===== config.mk =====
export PLATFORM = sky130hd
export DESIGN_NAME = mem_stage
export DESIGN_NICKNAME = d
export VERILOG_FILES = /design/src/rtl/mem_stage.sv
export SDC_FILE = /design/constraint.sdc
export NUM_CORES = 1
export LEC_CHECK = 0
export ABC_AREA = 1
export BUFFER_PORTS_ARGS = -buffer_cell sky130_fd_sc_hd__buf_2
export CAP_MARGIN = 30
export CORE_AREA = 2 2 125 127
export DETAILED_ROUTE_END_ITERATION = 16
export DIE_AREA = 0 0 127 129
export GPL_TIMING_DRIVEN = 0
export PLACE_DENSITY = 0.82
export SLEW_MARGIN = 10
export SYNTH_ARGS = -nofsm -noshare
export SYNTH_HDL_FRONTEND = slang
export SYNTH_SLANG_ARGS = --single-unit

===== constraint.sdc =====
create_clock -name clk -period 2.4 [get_ports clk]
set_input_delay 0.12 -clock clk [delete_from_list [all_inputs] [get_ports clk]]
set_output_delay 0.12 -clock clk [all_outputs]
set_load 0.03 [all_outputs]

===== src/rtl/mem_stage.sv =====
// Memory pipeline stage: issues data-memory requests for loads/stores, waits for
// the acknowledge with a bounded timeout, and registers the MEM/WB outputs.
module mem_stage #(
  parameter int unsigned ACK_TIMEOUT = 255
) (
  input  logic        clk,
  input  logic        rst_n,
  input  logic        valid_M,
  input  logic [31:0] ALU_result_M,
  input  logic [31:0] wdata_M,
  input  logic [31:0] PC_M,
  input  logic [1:0]  wb_ctrl_M,
  input  logic        mem_read_M,
  input  logic        mem_write_M,
  input  logic [2:0]  funct3_M,
  input  logic [4:0]  rd_M,
  input  logic        reg_write_M,
  output logic        dmem_req,
  output logic        dmem_we,
  output logic [31:0] dmem_addr,
  output logic [31:0] dmem_wdata,
  output logic [3:0]  dmem_wstrb,
  input  logic        dmem_ack,
  input  logic [31:0] dmem_rdata,
  output logic        stall_M,
  output logic        valid_W,
  output logic [31:0] ALU_result_W,
  output logic [31:0] Rdata_W,
  output logic [31:0] PC_W,
  output logic [1:0]  wb_ctrl_W,
  output logic [4:0]  rd_W,
  output logic        reg_write_W,
  output logic        mem_err_W
);

  localparam int unsigned CNT_W = 8;

  typedef enum logic {
    S_IDLE = 1'b0,
    S_WAIT = 1'b1
  } state_e;

  state_e             state_q, state_d;
  logic [CNT_W-1:0]   cnt_q, cnt_d;

  logic               valid_q, valid_d;
  logic [31:0]        alu_q, alu_d;
  logic [31:0]        rdata_q, rdata_d;
  logic [31:0]        pc_q, pc_d;
  logic [1:0]         wb_q, wb_d;
  logic [4:0]         rd_q, rd_d;
  logic               regwr_q, regwr_d;
  logic               err_q, err_d;

  logic               access_c, legal_f3_c, misaligned_c, bad_acc_c, legal_acc_c;
  logic               timeout_c, err_c;
  logic [1:0]         lane_c;
  logic [31:0]        shifted_c, load_c;

  // Access classification
  always_comb begin
    access_c = valid_M & (mem_read_M | mem_write_M);
    lane_c   = ALU_result_M[1:0];
    if (mem_write_M) begin
      legal_f3_c = (funct3_M == 3'b000) || (funct3_M == 3'b001) || (funct3_M == 3'b010);
    end else begin
      legal_f3_c = (funct3_M == 3'b000) || (funct3_M == 3'b001) || (funct3_M == 3'b010) ||
                   (funct3_M == 3'b100) || (funct3_M == 3'b101);
    end
    misaligned_c = ((funct3_M[1:0] == 2'b01) && lane_c[0]) ||
                   ((funct3_M[1:0] == 2'b10) && (lane_c != 2'b00));
    bad_acc_c    = access_c & (!legal_f3_c | misaligned_c);
    legal_acc_c  = access_c & !bad_acc_c;
  end

  // Timeout fires on the ACK_TIMEOUT-th WAIT cycle (counter starts at 0 on entry)
  assign timeout_c = (state_q == S_WAIT) && (cnt_q == CNT_W'(ACK_TIMEOUT - 1));

  // FSM next state and handshake outputs
  always_comb begin
    state_d  = state_q;
    cnt_d    = cnt_q;
    dmem_req = 1'b0;
    stall_M  = 1'b0;
    case (state_q)
      S_IDLE: begin
        dmem_req = legal_acc_c;
        stall_M  = legal_acc_c & !dmem_ack;
        if (legal_acc_c && !dmem_ack) begin
          state_d = S_WAIT;
          cnt_d   = '0;
        end
      end
      S_WAIT: begin
        dmem_req = 1'b1;
        stall_M  = !dmem_ack & !timeout_c;
        if (dmem_ack || timeout_c) begin
          state_d = S_IDLE;
        end else begin
          cnt_d = cnt_q + CNT_W'(1);
        end
      end
      default: state_d = S_IDLE;
    endcase
    if (!rst_n) begin
      dmem_req = 1'b0;
      stall_M  = 1'b0;
    end
  end

  // Store formatting: address, lane strobes and replicated data
  always_comb begin
    dmem_addr  = {ALU_result_M[31:2], 2'b00};
    dmem_we    = mem_write_M;
    dmem_wstrb = 4'b0000;
    dmem_wdata = wdata_M;
    if (mem_write_M) begin
      case (funct3_M[1:0])
        2'b00: begin
          dmem_wstrb = 4'b0001 << lane_c;
          dmem_wdata = {4{wdata_M[7:0]}};
        end
        2'b01: begin
          dmem_wstrb = 4'b0011 << lane_c;
          dmem_wdata = {2{wdata_M[15:0]}};
        end
        default: dmem_wstrb = 4'b1111;
      endcase
    end
  end

  // Load extraction from the addressed lane
  always_comb begin
    shifted_c = dmem_rdata >> {lane_c, 3'b000};
    case (funct3_M)
      3'b000:  load_c = {{24{shifted_c[7]}}, shifted_c[7:0]};
      3'b001:  load_c = {{16{shifted_c[15]}}, shifted_c[15:0]};
      3'b010:  load_c = dmem_rdata;
      3'b100:  load_c = {24'h0, shifted_c[7:0]};
      3'b101:  load_c = {16'h0, shifted_c[15:0]};
      default: load_c = 32'h0;
    endcase
  end

  // MEM/WB next values; a stall loads a bubble and holds the data fields
  always_comb begin
    err_c   = bad_acc_c | (timeout_c & !dmem_ack);
    valid_d = 1'b0;
    regwr_d = 1'b0;
    err_d   = 1'b0;
    alu_d   = alu_q;
    rdata_d = rdata_q;
    pc_d    = pc_q;
    wb_d    = wb_q;
    rd_d    = rd_q;
    if (!stall_M) begin
      valid_d = valid_M;
      regwr_d = reg_write_M & valid_M & !err_c;
      err_d   = err_c;
      alu_d   = ALU_result_M;
      rdata_d = (access_c && mem_read_M && !err_c) ? load_c : 32'h0;
      pc_d    = PC_M;
      wb_d    = wb_ctrl_M;
      rd_d    = rd_M;
    end
  end

  always_ff @(posedge clk) begin
    if (!rst_n) begin
      state_q <= S_IDLE;
      cnt_q   <= '0;
      valid_q <= 1'b0;
      alu_q   <= '0;
      rdata_q <= '0;
      pc_q    <= '0;
      wb_q    <= '0;
      rd_q    <= '0;
      regwr_q <= 1'b0;
      err_q   <= 1'b0;
    end else begin
      state_q <= state_d;
      cnt_q   <= cnt_d;
      valid_q <= valid_d;
      alu_q   <= alu_d;
      rdata_q <= rdata_d;
      pc_q    <= pc_d;
      wb_q    <= wb_d;
      rd_q    <= rd_d;
      regwr_q <= regwr_d;
      err_q   <= err_d;
    end
  end

  assign valid_W      = valid_q;
  assign ALU_result_W = alu_q;
  assign Rdata_W      = rdata_q;
  assign PC_W         = pc_q;
  assign wb_ctrl_W    = wb_q;
  assign rd_W         = rd_q;
  assign reg_write_W  = regwr_q;
  assign mem_err_W    = err_q;

endmodule

## Word-level counts from Yosys, hierarchy flattened

Index checks and enable logic that the tools add are counted.

- Add/subtract/negate cells: 1
- Eq/ne operators: 9
- Reductions and logical operators: 22
- Bitwise gates (word level): 13
- Mux-type cells: 17
- Shift-type cells: 3

Operator list:

| kind | count |
|---|---|
| $pmux 32 s5 | 1 |
| $mux 32 | 2 |
| $pmux 32 s2 | 1 |
| $shr 32x5->16 | 1 |
| $mux 8 | 2 |
| $pmux 8 s2 | 1 |
| $add 8x1->8 const B | 1 |
| $and 1x1->1 | 8 |
| $eq 8x8->1 const B | 1 |
| $pmux 4 s2 | 1 |
| $eq 3x3->1 const B | 2 |
| $logic_and 1x1->1 | 6 |
| $logic_or 1x1->1 | 6 |
| $pmux 1 s2 | 3 |
| $logic_not 1->1 | 5 |
| $mux 1 | 5 |
| $mux 4 | 1 |
| $ne 2x2->1 const B | 2 |
| $shl 1x2->4 const A | 1 |
| $shl 2x2->4 const A | 1 |
| $eq 3x1->1 const B | 1 |
| $eq 3x2->1 const B | 1 |
| $logic_not 3->1 | 1 |
| $or 1x1->1 | 3 |
| 7 further kinds | 8 |

- Bits in registers: 115
- Input port bits: 145
- Word-level logic and storage cells: 75
- Output and inout bits: 177

## Longest topological paths before layout

- Depth in word-level cells: 15
- Gate-level depth with buffers: 13
- Mapped depth without buffers: 11

## Worst setup path before layout

OpenSTA, ideal clock, no wires.

- Path type: input-to-output
- From: input port mem_write_M
- To: output port dmem_wdata[22]
- Data arrival time: 1.631 ns
- Buffers on the path: 2
- Required time: 2.280 ns
- Setup slack: 0.649 ns
- Stages on the path: 6
- Cells stage by stage: buf_4 inv_2 nor2_1 inv_1 clkbuf_1 o21ai_0

- Word-level cells in the longest chain between the ends: 1

Ends and longest elaborated chain:

| element | line | RTL |
|---|---|---|
| from (decl) | 14 | `input logic mem_write_M,` |
| $mux 32 | 117 | `if (mem_write_M) begin` |
| to (decl) | 21 | `output logic [31:0] dmem_wdata,` |

No other way between the ends.

## Final worst setup path

- From: register cnt_q[0]
- To: output port stall_M

- Word-level cells in the longest chain between the ends: 6

Ends and longest elaborated chain:

| element | line | RTL |
|---|---|---|
| from (decl) | 44 | `logic [CNT_W-1:0] cnt_q, cnt_d;` |
| from (signal assigned) | 182 | `cnt_q <= cnt_d;` |
| $eq 8x8->1 | 77 | `assign timeout_c = (state_q == S_WAIT) && (cnt_q == CNT_W'(ACK_TIMEOUT - 1));` |
| $logic_and 1x1->1 | 77 |  |
| $logic_not 1->1 | 96 | `stall_M = !dmem_ack & !timeout_c;` |
| $and 1x1->1 | 96 |  |
| $pmux 1 s2 | 85 | `case (state_q)` |
| $mux 1 | 105 | `if (!rst_n) begin` |
| to (decl) | 25 | `output logic stall_M,` |

No other way between the ends.

==> parameters.txt <==
Parameter                              Value

Run status
  Outcome    finished, final reports clean

Clock tree
  Number of buffers between clock root and the deepest sink    2
  Clock Sink Count    115
  Clock buffers created by TritonCTS    17
  Clock insertion delay at the later pin of the skew report    0.42 ns
  Number of H-tree levels    4
  Clock slew at the register clock pins of the worst setup and hold paths    0.05 ns
  Root buffer selected by CTS    sky130_fd_sc_hd__clkbuf_16
  CTS tree    yes

Route
  Number of nets with antenna violations after detailed routing    0
  Via count normalized by instance count    5.07
  Starting DRC count in detailed routing    478
  Router iterations before antenna repair    8
  DRC violations left    0
  Total number of vias    7550
  Total routed wirelength    24400 um
  WL per Instance    16.4 um

STA
  Final period util    96.2%
  Worst Max-Slew Pin Slew    0.965 ns
  Min Clock Period, post-route    2.31 ns
  # setup viols final    0
  Hold Vio Cnt, Final    0
  Achievable clock frequency    433 MHz
  Final Slew Violations    0
  Post-route setup TNS    0 ns
  Worst rel slew slack    35.0%
  Maximum clock skew at final layout    0.0129 ns

Global routing
  Global-route wire length before repair    36500 um
  GRT Residual Overflow    0
  Antenna violations before repair    2
  Global router's overall resource usage    28.7%
  Maximum number of pins on one net before global-route repair    17
  Via count of the first global-routing pass    7049

Synth
  Distinct cell type count of the synthesized netlist    30
  Gate count after technology mapping    878
  Yosys synthesis warning count    0
  Netlist area before placement    5900 um2
  Dominant cell type by area after synthesis    sky130_fd_sc_hd__dfxtp_1
  Avg Synthesized Cell Area    6.72 um2
  Cell types with the largest area share after synthesis    sky130_fd_sc_hd__dfxtp_1, sky130_fd_sc_hd__nand2_1, sky130_fd_sc_hd__nand3_1
  Area fraction of the dominant cell type after synthesis    39.0%
  Seq/Total Area, Yosys    39.0%
  Yosys reg bits    115

Critical path
  Timing startpoint of the critical path    cnt_q[0]
  Data arrival at the endpoint of the critical path    2.19 ns
  Crit path kind    reg2out
  Worst-path maximum fanout    10
  Critical Path Start Type    flip-flop
  R2R Setup Slk    0.24 ns
  Required time of the critical path    2.28 ns
  Critical R2R Capture    ALU_result_W[13]
  Capture point of the critical path    stall_M
  Critical R2R Launch    cnt_q[4]
  Worst setup EP type    output pin
  Register-to-Register Path Depth    8

Floorplan
  Die Width    127 um
  Area inside the core boundary    15000 um2
  Die outline height    129 um
  DIE AREA    16400 um2
  Std cell rows    45
  I/O pins    322
  Effective utilization at floorplan    39.4%

Power and ir drop
  Peak supply drop    509 uV
  Total power density per cell area    648 nW/um2
  Standby leakage power    4.99 nW

Layout
  Relative area change from synthesis to final layout    53.2%
  Net count reported at finish    1433
  FILL cells    1347
  Share of cells above drive strength 1    33.9%
  Post-Layout Inst Area    9040 um2

Placement
  Placed inst area    7710 um2
  Estimated wirelength of the detail-placed design    16600 um
  Quantity of I/O buffers inserted on ports    315
  Placer's final routability congestion estimate    0.955

Flow run
  Number of maximum-capacitance constraint violations    0

Hold path
  Type of the most critical hold path    in2reg
-- per-layer routing --
metal	wire, um	GRT usage (%)	vias to the layer above	share of wire, %
met5	13	0	-	0.053
met4	1020	13.6	2	4.2
met3	2260	8.52	82	9.2
met2	11800	50.9	457	48
met1	9310	31.6	3391	38
li1	-	-	3618	-
-- layout make-up --
type | count | area, um2 | area share (%)
flip-flops and latches | 115 | 2300 | 25.5
diodes | 1 | 2.50 | 0.0277
multi-input cells | 617 | 2790 | 30.8
well taps | 188 | 235 | 2.60
inverters | 50 | 188 | 2.08
plain buffers | 97 | 636 | 7.03
clock inverters | 14 | 154 | 1.70
clock buffers | 18 | 429 | 4.75
repair buffers | 388 | 2300 | 25.5
-- logic make-up (layout without fill, tap and decap cells) --
group	count (synthesis)	in the layout	synth area share, %
DFF	115	115	39.0
and+or+nand+nor	544	544	40.1
other	1	3	0.0636
buffers and inverters	147	567	13.9
AOI/OAI and AO/OA	67	67	6.15
xor gates and xnor gates	2	2	0.297
adders and majority gates	2	2	0.424
-- cells in the final DEF, fill, tap and decap left out, types with 2 or more instances in the layout --
cell type                       Yosys  routed
sky130_fd_sc_hd__clkinv_2           0       2
sky130_fd_sc_hd__bufinv_16          0       2
sky130_fd_sc_hd__clkinv_4           0       4
sky130_fd_sc_hd__conb_1             1       2
sky130_fd_sc_hd__o22ai_1            8       8
sky130_fd_sc_hd__nor2_1            26      25
sky130_fd_sc_hd__clkinvlp_4         0       3
sky130_fd_sc_hd__dfxtp_1          115     115
sky130_fd_sc_hd__clkbuf_1          30      30
sky130_fd_sc_hd__o211ai_1           5       5
sky130_fd_sc_hd__buf_2              9     324
sky130_fd_sc_hd__dlygate4sd3_1      0      72
sky130_fd_sc_hd__buf_1              2       2
sky130_fd_sc_hd__nand3_4            2       2
sky130_fd_sc_hd__inv_6              0       3
sky130_fd_sc_hd__nor2_2             1       2
sky130_fd_sc_hd__nand3_1          123     123
sky130_fd_sc_hd__nand2_1          343     343
sky130_fd_sc_hd__ha_1               2       2
sky130_fd_sc_hd__inv_2              6       6
sky130_fd_sc_hd__clkbuf_16          0      17
sky130_fd_sc_hd__o21ai_0           33      33
sky130_fd_sc_hd__inv_1             44      44
sky130_fd_sc_hd__buf_4             44      45
sky130_fd_sc_hd__nand2_2           14      14
sky130_fd_sc_hd__nand4_1           31      31
sky130_fd_sc_hd__a21oi_1           19      18
sky130_fd_sc_hd__buf_6             11      11
-- metrics by stage --
stage	util [%]	hold WS (ns)	cells	power (mW)	setup WS [ns]
final	60.3	0.0541	1488	5.86	0.0916
after global routing	60.3	0.0408	1488	6.06	-0.00877
after CTS	60.2	0.0216	1486	5.83	0.0502
after detailed placement	51.5	0.348	1382	3.24	0.272
after global placement	51.5	0.342	1382	3.23	0.269
after floorplan	-	0.255	879	2.82	0.649
-- what timing repair did --
action	CTS	global route
endpoints found under the hold margin	71	0
pin swaps	0	1
hold buffers	72	0
setup endpoints to repair	1	1
setup buffers	0	1
resized for setup	1	3
-- worst max-delay path, cell delays in order (launching register included) --
cell	delay [ns]
sky130_fd_sc_hd__dfxtp_1	0.42
sky130_fd_sc_hd__inv_1	0.07
sky130_fd_sc_hd__ha_1	0.20
sky130_fd_sc_hd__nand2_1	0.06
sky130_fd_sc_hd__nor2_1	0.06
sky130_fd_sc_hd__a21oi_2	0.21
sky130_fd_sc_hd__nand3_4	0.10
sky130_fd_sc_hd__inv_2	0.09
sky130_fd_sc_hd__buf_6	0.18
sky130_fd_sc_hd__buf_8	0.17
sky130_fd_sc_hd__buf_2	0.21
-- sequential cells by signal, summed over array words and instances, names as in the netlist --
name	count
ALU_result_W	32
valid_W	1
wb_ctrl_W	2
rd_W	5
Rdata_W	32
state_q	1
mem_err_W	1
PC_W	32
reg_write_W	1
cnt_q	8
-- power by group --
group / switching [mW] / internal [mW]
logic: 0.831 / 0.455
registers: 0.0511 / 2.00
clock network: 0.981 / 1.54
total: 1.86 / 3.99
-- synthesized netlist by cell type --
library cell	instances
sky130_fd_sc_hd__nand2_1	343
sky130_fd_sc_hd__nand3_1	123
sky130_fd_sc_hd__dfxtp_1	115
sky130_fd_sc_hd__buf_4	44
sky130_fd_sc_hd__inv_1	44
sky130_fd_sc_hd__o21ai_0	33
sky130_fd_sc_hd__nand4_1	31
sky130_fd_sc_hd__clkbuf_1	30
sky130_fd_sc_hd__nor2_1	26
sky130_fd_sc_hd__a21oi_1	19
sky130_fd_sc_hd__nand2_2	14
sky130_fd_sc_hd__buf_6	11
sky130_fd_sc_hd__buf_2	9
sky130_fd_sc_hd__o22ai_1	8
sky130_fd_sc_hd__inv_2	6
sky130_fd_sc_hd__o211ai_1	5
sky130_fd_sc_hd__buf_1	2
sky130_fd_sc_hd__ha_1	2
sky130_fd_sc_hd__nand3_4	2
sky130_fd_sc_hd__a21boi_0	1
sky130_fd_sc_hd__buf_8	1
sky130_fd_sc_hd__conb_1	1
sky130_fd_sc_hd__nand3b_1	1
sky130_fd_sc_hd__nand4_4	1
sky130_fd_sc_hd__nor2_2	1
sky130_fd_sc_hd__nor3b_1	1
sky130_fd_sc_hd__o21bai_1	1
sky130_fd_sc_hd__or2_2	1
sky130_fd_sc_hd__xnor2_1	1
sky130_fd_sc_hd__xor2_1	1
-- how the worst min path moves through the flow --
stage	start	to	slack (ns)	cells past startpoint
after detailed placement	PC_M[24]	PC_W[24]	0.35	3
after CTS	dmem_ack	state_q	0.02	4
after global routing	dmem_ack	state_q	0.04	4
final	dmem_ack	state_q	0.05	4
after global placement	PC_M[23]	PC_W[23]	0.34	3
after floorplan	valid_M	valid_W	0.25	2
Power figures use the tool's default switching activity.
